### config.mk
export PLATFORM = sky130hd
export DESIGN_NAME = sram_rf_xfer_engine
export DESIGN_NICKNAME = d
export VERILOG_FILES = /design/src/rtl/sram_rf_xfer_engine_pkg.sv /design/src/rtl/sram_rf_xfer_engine_addr_gen.sv /design/src/rtl/sram_rf_xfer_engine.sv
export SDC_FILE = /design/constraint.sdc
export NUM_CORES = 1
export LEC_CHECK = 0
export ABC_AREA = 1
export CAP_MARGIN = 40
export CORE_MARGIN = 2
export CORE_UTILIZATION = 45
export DETAILED_ROUTE_END_ITERATION = 8
export PLACE_DENSITY_LB_ADDON = 0.25
export SLEW_MARGIN = 20
export SYNTH_ARGS = -nofsm -noshare
export SYNTH_HDL_FRONTEND = slang
export SYNTH_SLANG_ARGS = --single-unit
### constraint.sdc
create_clock -name clk -period 5.3 [get_ports clk]
set_input_delay 1.06 -clock clk [delete_from_list [all_inputs] [get_ports clk]]
set_output_delay 1.06 -clock clk [all_outputs]
set_load 0.05 [all_outputs]
### src/rtl/sram_rf_xfer_engine_pkg.sv
// Shared encodings for the SRAM <-> register-file block-transfer engine.
// Holds the mode codes and the controller state type.
package sram_rf_xfer_engine_pkg;

    localparam logic [1:0] XFER_FILL  = 2'b00;
    localparam logic [1:0] XFER_LOAD  = 2'b01;
    localparam logic [1:0] XFER_STORE = 2'b10;
    localparam logic [1:0] XFER_COPY  = 2'b11;

    typedef enum logic [2:0] {
        S_IDLE       = 3'd0,
        S_FILL       = 3'd1,
        S_LOAD       = 3'd2,
        S_LOAD_DRAIN = 3'd3,
        S_STORE      = 3'd4,
        S_FIN        = 3'd5
    } xfer_state_e;

endpackage

### src/rtl/sram_rf_xfer_engine_addr_gen.sv
// Word-index counter with base+index SRAM address (wrapping) and last-word flag.
// addr_o is the address of the index the counter moves to at the next edge.
module sram_rf_xfer_engine_addr_gen #(
    parameter int SRAM_AW = 11,
    parameter int RF_AW   = 5
) (
    input  logic               clk,
    input  logic               rst,
    input  logic               clr_i,
    input  logic               step_i,
    input  logic [SRAM_AW-1:0] base_i,
    input  logic [RF_AW:0]     len_i,
    output logic [RF_AW-1:0]   idx_o,
    output logic [SRAM_AW-1:0] addr_o,
    output logic               last_o
);

    logic [RF_AW-1:0] idx_q, idx_d;

    always_comb begin
        idx_d = idx_q;
        if (clr_i) begin
            idx_d = '0;
        end else if (step_i) begin
            idx_d = idx_q + RF_AW'(1);
        end
    end

    always_ff @(posedge clk) begin
        if (rst) begin
            idx_q <= '0;
        end else begin
            idx_q <= idx_d;
        end
    end

    assign idx_o  = idx_q;
    assign addr_o = base_i + SRAM_AW'(idx_d);
    assign last_o = ({1'b0, idx_q} == (len_i - (RF_AW+1)'(1)));

endmodule

### src/rtl/sram_rf_xfer_engine.sv
// Block-transfer controller between the single-port SRAM and the register file:
// pattern fill, SRAM->RF load, RF->SRAM store, or copy (load then store).
module sram_rf_xfer_engine
    import sram_rf_xfer_engine_pkg::*;
#(
    parameter int DATA_W  = 32,
    parameter int SRAM_AW = 11,
    parameter int RF_AW   = 5
) (
    input  logic               clk,
    input  logic               rst,
    input  logic               start,
    input  logic [1:0]         mode,
    input  logic [SRAM_AW-1:0] src_base,
    input  logic [SRAM_AW-1:0] dst_base,
    input  logic [RF_AW:0]     len,
    input  logic [DATA_W-1:0]  fill_seed,
    output logic               busy,
    output logic               done,
    output logic               err,
    output logic [SRAM_AW-1:0] sram_adrx,
    output logic               sram_re,
    output logic               sram_we,
    output logic [DATA_W-1:0]  sram_wdata,
    input  logic [DATA_W-1:0]  sram_rdata,
    output logic [RF_AW-1:0]   rf_rd_adrx,
    input  logic [DATA_W-1:0]  rf_rd_data,
    output logic               rf_wr_en,
    output logic [RF_AW-1:0]   rf_wr_adrx,
    output logic [DATA_W-1:0]  rf_wr_data
);

    localparam logic [RF_AW:0] LEN_MAX = {1'b1, {RF_AW{1'b0}}};

    xfer_state_e state_q, state_d;

    logic [1:0]         mode_q, mode_d;
    logic [SRAM_AW-1:0] src_q, src_d, dst_q, dst_d;
    logic [RF_AW:0]     len_q, len_d;
    logic               busy_q, busy_d, done_q, done_d, err_q, err_d;
    logic               re_q, re_d, we_q, we_d, rf_we_q, rf_we_d, wsel_rf_q, wsel_rf_d;
    logic [SRAM_AW-1:0] adrx_q, adrx_d;
    logic [DATA_W-1:0]  wdata_q, wdata_d;
    logic [RF_AW-1:0]   rf_wa_q, rf_wa_d;

    logic               ag_clr, ag_step, ag_last;
    logic [SRAM_AW-1:0] ag_base, ag_addr;
    logic [RF_AW-1:0]   ag_idx;
    logic               len_ok, start_load;

    assign len_ok     = (len != '0) && (len <= LEN_MAX);
    assign start_load = (mode == XFER_LOAD) || (mode == XFER_COPY);

    sram_rf_xfer_engine_addr_gen #(
        .SRAM_AW (SRAM_AW),
        .RF_AW   (RF_AW)
    ) u_addr_gen (
        .clk    (clk),
        .rst    (rst),
        .clr_i  (ag_clr),
        .step_i (ag_step),
        .base_i (ag_base),
        .len_i  (len_q),
        .idx_o  (ag_idx),
        .addr_o (ag_addr),
        .last_o (ag_last)
    );

    // Address-generator control kept apart from the output logic so that
    // ag_addr feeds the output registers without a combinational cycle.
    always_comb begin
        ag_clr  = 1'b0;
        ag_step = 1'b0;
        ag_base = dst_q;
        case (state_q)
            S_IDLE: begin
                ag_clr  = 1'b1;
                ag_base = start_load ? src_base : dst_base;
            end
            S_FILL, S_STORE: ag_step = !ag_last;
            S_LOAD: begin
                ag_step = !ag_last;
                ag_base = src_q;
            end
            S_LOAD_DRAIN: ag_clr = 1'b1;
            default: ;
        endcase
    end

    always_comb begin
        state_d   = state_q;
        mode_d    = mode_q;
        src_d     = src_q;
        dst_d     = dst_q;
        len_d     = len_q;
        busy_d    = 1'b0;
        done_d    = 1'b0;
        err_d     = 1'b0;
        re_d      = 1'b0;
        we_d      = 1'b0;
        rf_we_d   = 1'b0;
        wsel_rf_d = 1'b0;
        adrx_d    = '0;
        wdata_d   = '0;
        rf_wa_d   = '0;
        case (state_q)
            S_IDLE: begin
                if (start) begin
                    mode_d = mode;
                    src_d  = src_base;
                    dst_d  = dst_base;
                    len_d  = len;
                    if (!len_ok) begin
                        state_d = S_FIN;
                        done_d  = 1'b1;
                        err_d   = 1'b1;
                    end else begin
                        busy_d = 1'b1;
                        adrx_d = ag_addr;
                        if (mode == XFER_FILL) begin
                            state_d = S_FILL;
                            we_d    = 1'b1;
                            wdata_d = fill_seed;
                        end else if (mode == XFER_STORE) begin
                            state_d   = S_STORE;
                            we_d      = 1'b1;
                            wsel_rf_d = 1'b1;
                        end else begin
                            state_d = S_LOAD;
                            re_d    = 1'b1;
                        end
                    end
                end
            end
            S_FILL: begin
                if (ag_last) begin
                    state_d = S_FIN;
                    done_d  = 1'b1;
                end else begin
                    busy_d  = 1'b1;
                    we_d    = 1'b1;
                    adrx_d  = ag_addr;
                    wdata_d = wdata_q - DATA_W'(1);
                end
            end
            S_LOAD: begin
                // The word read this cycle lands in the RF next cycle.
                busy_d  = 1'b1;
                rf_we_d = 1'b1;
                rf_wa_d = ag_idx;
                if (ag_last) begin
                    state_d = S_LOAD_DRAIN;
                end else begin
                    re_d   = 1'b1;
                    adrx_d = ag_addr;
                end
            end
            S_LOAD_DRAIN: begin
                if (mode_q == XFER_COPY) begin
                    state_d   = S_STORE;
                    busy_d    = 1'b1;
                    we_d      = 1'b1;
                    wsel_rf_d = 1'b1;
                    adrx_d    = ag_addr;
                end else begin
                    state_d = S_FIN;
                    done_d  = 1'b1;
                end
            end
            S_STORE: begin
                if (ag_last) begin
                    state_d = S_FIN;
                    done_d  = 1'b1;
                end else begin
                    busy_d    = 1'b1;
                    we_d      = 1'b1;
                    wsel_rf_d = 1'b1;
                    adrx_d    = ag_addr;
                end
            end
            S_FIN:   state_d = S_IDLE;
            default: state_d = S_IDLE;
        endcase
    end

    always_ff @(posedge clk) begin
        if (rst) begin
            state_q   <= S_IDLE;
            mode_q    <= '0;
            src_q     <= '0;
            dst_q     <= '0;
            len_q     <= '0;
            busy_q    <= 1'b0;
            done_q    <= 1'b0;
            err_q     <= 1'b0;
            re_q      <= 1'b0;
            we_q      <= 1'b0;
            rf_we_q   <= 1'b0;
            wsel_rf_q <= 1'b0;
            adrx_q    <= '0;
            wdata_q   <= '0;
            rf_wa_q   <= '0;
        end else begin
            state_q   <= state_d;
            mode_q    <= mode_d;
            src_q     <= src_d;
            dst_q     <= dst_d;
            len_q     <= len_d;
            busy_q    <= busy_d;
            done_q    <= done_d;
            err_q     <= err_d;
            re_q      <= re_d;
            we_q      <= we_d;
            rf_we_q   <= rf_we_d;
            wsel_rf_q <= wsel_rf_d;
            adrx_q    <= adrx_d;
            wdata_q   <= wdata_d;
            rf_wa_q   <= rf_wa_d;
        end
    end

    // Strobes are masked by rst so an aborted transfer cannot commit the in-flight word.
    assign sram_re    = re_q & ~rst;
    assign sram_we    = we_q & ~rst;
    assign rf_wr_en   = rf_we_q & ~rst;
    assign busy       = busy_q;
    assign done       = done_q;
    assign err        = err_q;
    assign sram_adrx  = adrx_q;
    assign rf_wr_adrx = rf_wa_q;
    assign sram_wdata = wsel_rf_q ? rf_rd_data : wdata_q;
    assign rf_wr_data = rf_we_q ? sram_rdata : '0;
    assign rf_rd_adrx = (state_q == S_STORE) ? ag_idx : '0;

endmodule
==> qor.yml <==
syn_nets: 998
irDropWorstVdd_uv: 302.5
status: "complete, no violations"
tightest_slew_ns: 0.7346
routabilityCongestion: 0.8968
final_cells: 1236
drt-initial-drc-count: 375
final_cell_mix: "clkdlybuf4s50_1, nand2_1, nor2_1, inv_1, dfxtp_1"
antenna_found_initial: 0
critPathLaunch: "mode[0]"
crit_top_cell: "nand2_1"
avgSynthCellArea_sq_um: 6.526
route.antenna.remaining_nets: 0
die_y_um: 115.7
finalNetCount: 1200
grt_pass1_wl_um: 25790
initial_utilization_pct: 46.39
ctsResizeCount: 0
route.detailed.wl_per_inst_um: 13.62
intPower_mw: 2.226
p_comb_share_pct: 63.9
cts_sinks: 93
reg2reg_slack_ns: 1.85
period_share_pct: 76.22
finalHoldViolCount: 0
drive_gt1_share_pct: 7.584
dieWidth_um: 115.7
grt_pass1_vias: 5415
sequentialPowerShare_pct: 22.8
ios: 220
ys_seq_area_share_pct: 33.13
dp_cells: 1219
yosysUniqueCellTypes: 48
critPathLaunchType: "input pin"
power_frac_clock_pct: 13.3
rsz0062_at_grt: "no"
synth_xor_area_share_pct: 2.961
cts_tree: "built"
synth_cells: 861
period_minus_slack_ns: 4.040
clk_latency_ns: 0.34
finalSetupViolations: 0
synth-simple-area-share_pct: 31.77
post-dp-hpwl_um: 12890
p_per_area_mw_per_mm2: 552.9
p_leak_nw: 3.616
layout_commonest_cell: "clkdlybuf4s50_1"
path_cells: "clkdlybuf4s50_1, inv_1, nand2_1, nand2_1, a221oi_1, a21oi_1, ha_1, fa_1, a31oi_1, inv_1, nand3_4, nand2_4, nand2_1, nand2_1, a21oi_1"
path_max_fanout: 16
critPathBufInv: 3
rr_worst_depth: 22
antennaDiodeCount: 0
root_buffer: "clkbuf_16"
cts_setup_buffers: 0
crit_cells: 15
skew_ns: 0.007300
io_buffer_count: 219
final_core_util_pct: 67.81
fmax_ghz: 0.2475
syn_to_final_growth_pct: 46.16
drt_drc_violations_left: 0
r2r_start: "state_q[1]"
synth_top_family_by_area: "simple AND/OR/NAND/NOR gates"
max_stage_delay_ns: 0.91
rows: 40
dieArea_sq_mm: 0.01340
coreArea_sq_mm: 0.01211
drt-pass1-iter-count: 5
ys_ff_latch: 93
overflow: 0
track_usage_pct: 24.11
clk_pin_slew_worst_paths_ns: 0.07
setup_tns_ns: 0
cpLargestDelayFamily: "buffers and inverters"
worstSetupPathType: "input pin to register"
cp-endpoint: "sram_adrx[6]"
p_switching_mw: 2.315
slew-limit-headroom_pct: 50.97
synth.area.mux_share_pct: 2.004
worst_setup_path_end_kind: "register"
viasPerCell: 4.948
cp.required_ns: 5.58
rr_endpoint: "sram_adrx[6]"
grt_max_degree: 55
arrival_ns: 4.32
yosysWarnings: 0
syn-cell-area_sq_mm: 0.005619
synth_fa_ha_area_share_pct: 1.915
power_switching_share_pct: 50.97
drv_slew: 0
hold_path_class: "register to register"
max-clock-path-buffers: 2
vias: 6116
cp_slowest_cell: "clkdlybuf4s50_1"
htree_num_levels: 3
ctsHoldBuffers: 0
synth_compound_area_share_pct: 16.81
drt-total-wl_um: 16840
numCtsBuffers: 9
drv_cap: 0
[logic make-up after synthesis]
kind of cell / Yosys count
buf+inv: 164
flops: 93
simple gates: 402
xor+xnor: 19
fa+ha+maj: 8
compound gates: 165
mux: 10
[per-layer routing]
metal	global-route usage [%]	part of all wire, %
met1	31.22	44
met2	40.78	48
met3	5.387	6.8
met4	6.349	1.3
met5	0	0
[how the worst min path moves through the flow]
stage              from       end  slack, ns  cells past startpoint
6_report       src_q[4]  src_q[4]       0.46                      2
5_1_grt        dst_q[3]  dst_q[3]       0.49                      2
4_1_cts        src_q[4]  src_q[4]       0.45                      2
3_5_place_dp   src_q[4]  src_q[4]       0.44                      2
3_3_place_gp   src_q[4]  src_q[4]       0.43                      2
2_1_floorplan  src_q[4]  src_q[4]       0.42                      2
[sequential cells by signal (all words and copies together), names as in the netlist, 2 cells and up]
signal	flops
dst_q	11
u_addr_gen.idx_o	5
wdata_q	32
sram_adrx	11
state_q	3
mode_q	2
src_q	11
rf_wr_adrx	5
len_q	6
[synthesized netlist by cell type, drive strengths merged]
cell | instances | area [sq um]
nor4 | 4 | 25.02
or2 | 1 | 6.260
a41oi | 1 | 8.760
nor2 | 137 | 570.5
nand3 | 36 | 220.2
a2bb2oi | 1 | 8.760
clkbuf | 21 | 78.83
o211ai | 1 | 7.510
a32oi | 7 | 61.31
nand4 | 8 | 65.06
o21bai | 1 | 7.510
inv | 131 | 499.2
nand2 | 201 | 807.0
dfxtp | 93 | 1862
nand3b | 1 | 7.510
fa | 1 | 20.02
a31oi | 4 | 25.02
a22oi | 7 | 57.55
a311oi | 1 | 8.760
mux2 | 10 | 112.6
nor3 | 13 | 76.33
nor3b | 1 | 7.510
buf | 12 | 62.55
o21ai | 68 | 351.6
a221oi | 5 | 43.79
xnor2 | 6 | 52.55
xor2 | 13 | 113.9
a21oi | 69 | 364.1
ha | 7 | 87.58
[through the flow]
| stage | setup slack (ns) | cell area (sq um) | power (mW) | hold WS (ns) |
|---|---|---|---|---|
| final | 1.260 | 8213 | 4.541 | 0.4576 |
| after global routing | 1.021 | 8213 | 4.905 | 0.4858 |
| after CTS | 1.322 | 8193 | 4.542 | 0.4513 |
| after detailed placement | 0.9487 | 7914 | 3.918 | 0.4415 |
| after global placement | 1.069 | 7899 | 3.876 | 0.4344 |
| after floorplan | 1.967 | 5619 | 3.174 | 0.4245 |
[worst min-delay path, cell delays in order (launching register included)]
cell	delay (ns)
dfxtp_1	0.30
inv_1	0.06
a21oi_1	0.05
[power by group through the flow]
stage	sequential (mW)	combinational, mW	clock (mW)
2_1_floorplan	1.10	2.07	0
3_5_place_dp	1.08	2.84	0
5_1_grt	1.06	3.20	0.645
4_1_cts	1.06	2.86	0.619
3_3_place_gp	1.08	2.80	0
6_report	1.03	2.90	0.604
[final cells by class]
cell class	instances	area, sq um
multi-input combinational	604	3117
clock inverter	4	22.52
sequential	93	1863
clock buffer	12	256.5
tap	168	210.2
timing repair buffer	224	2245
fill	1076	3899
inverter	131	499.2
Power figures use the tool's default switching activity.
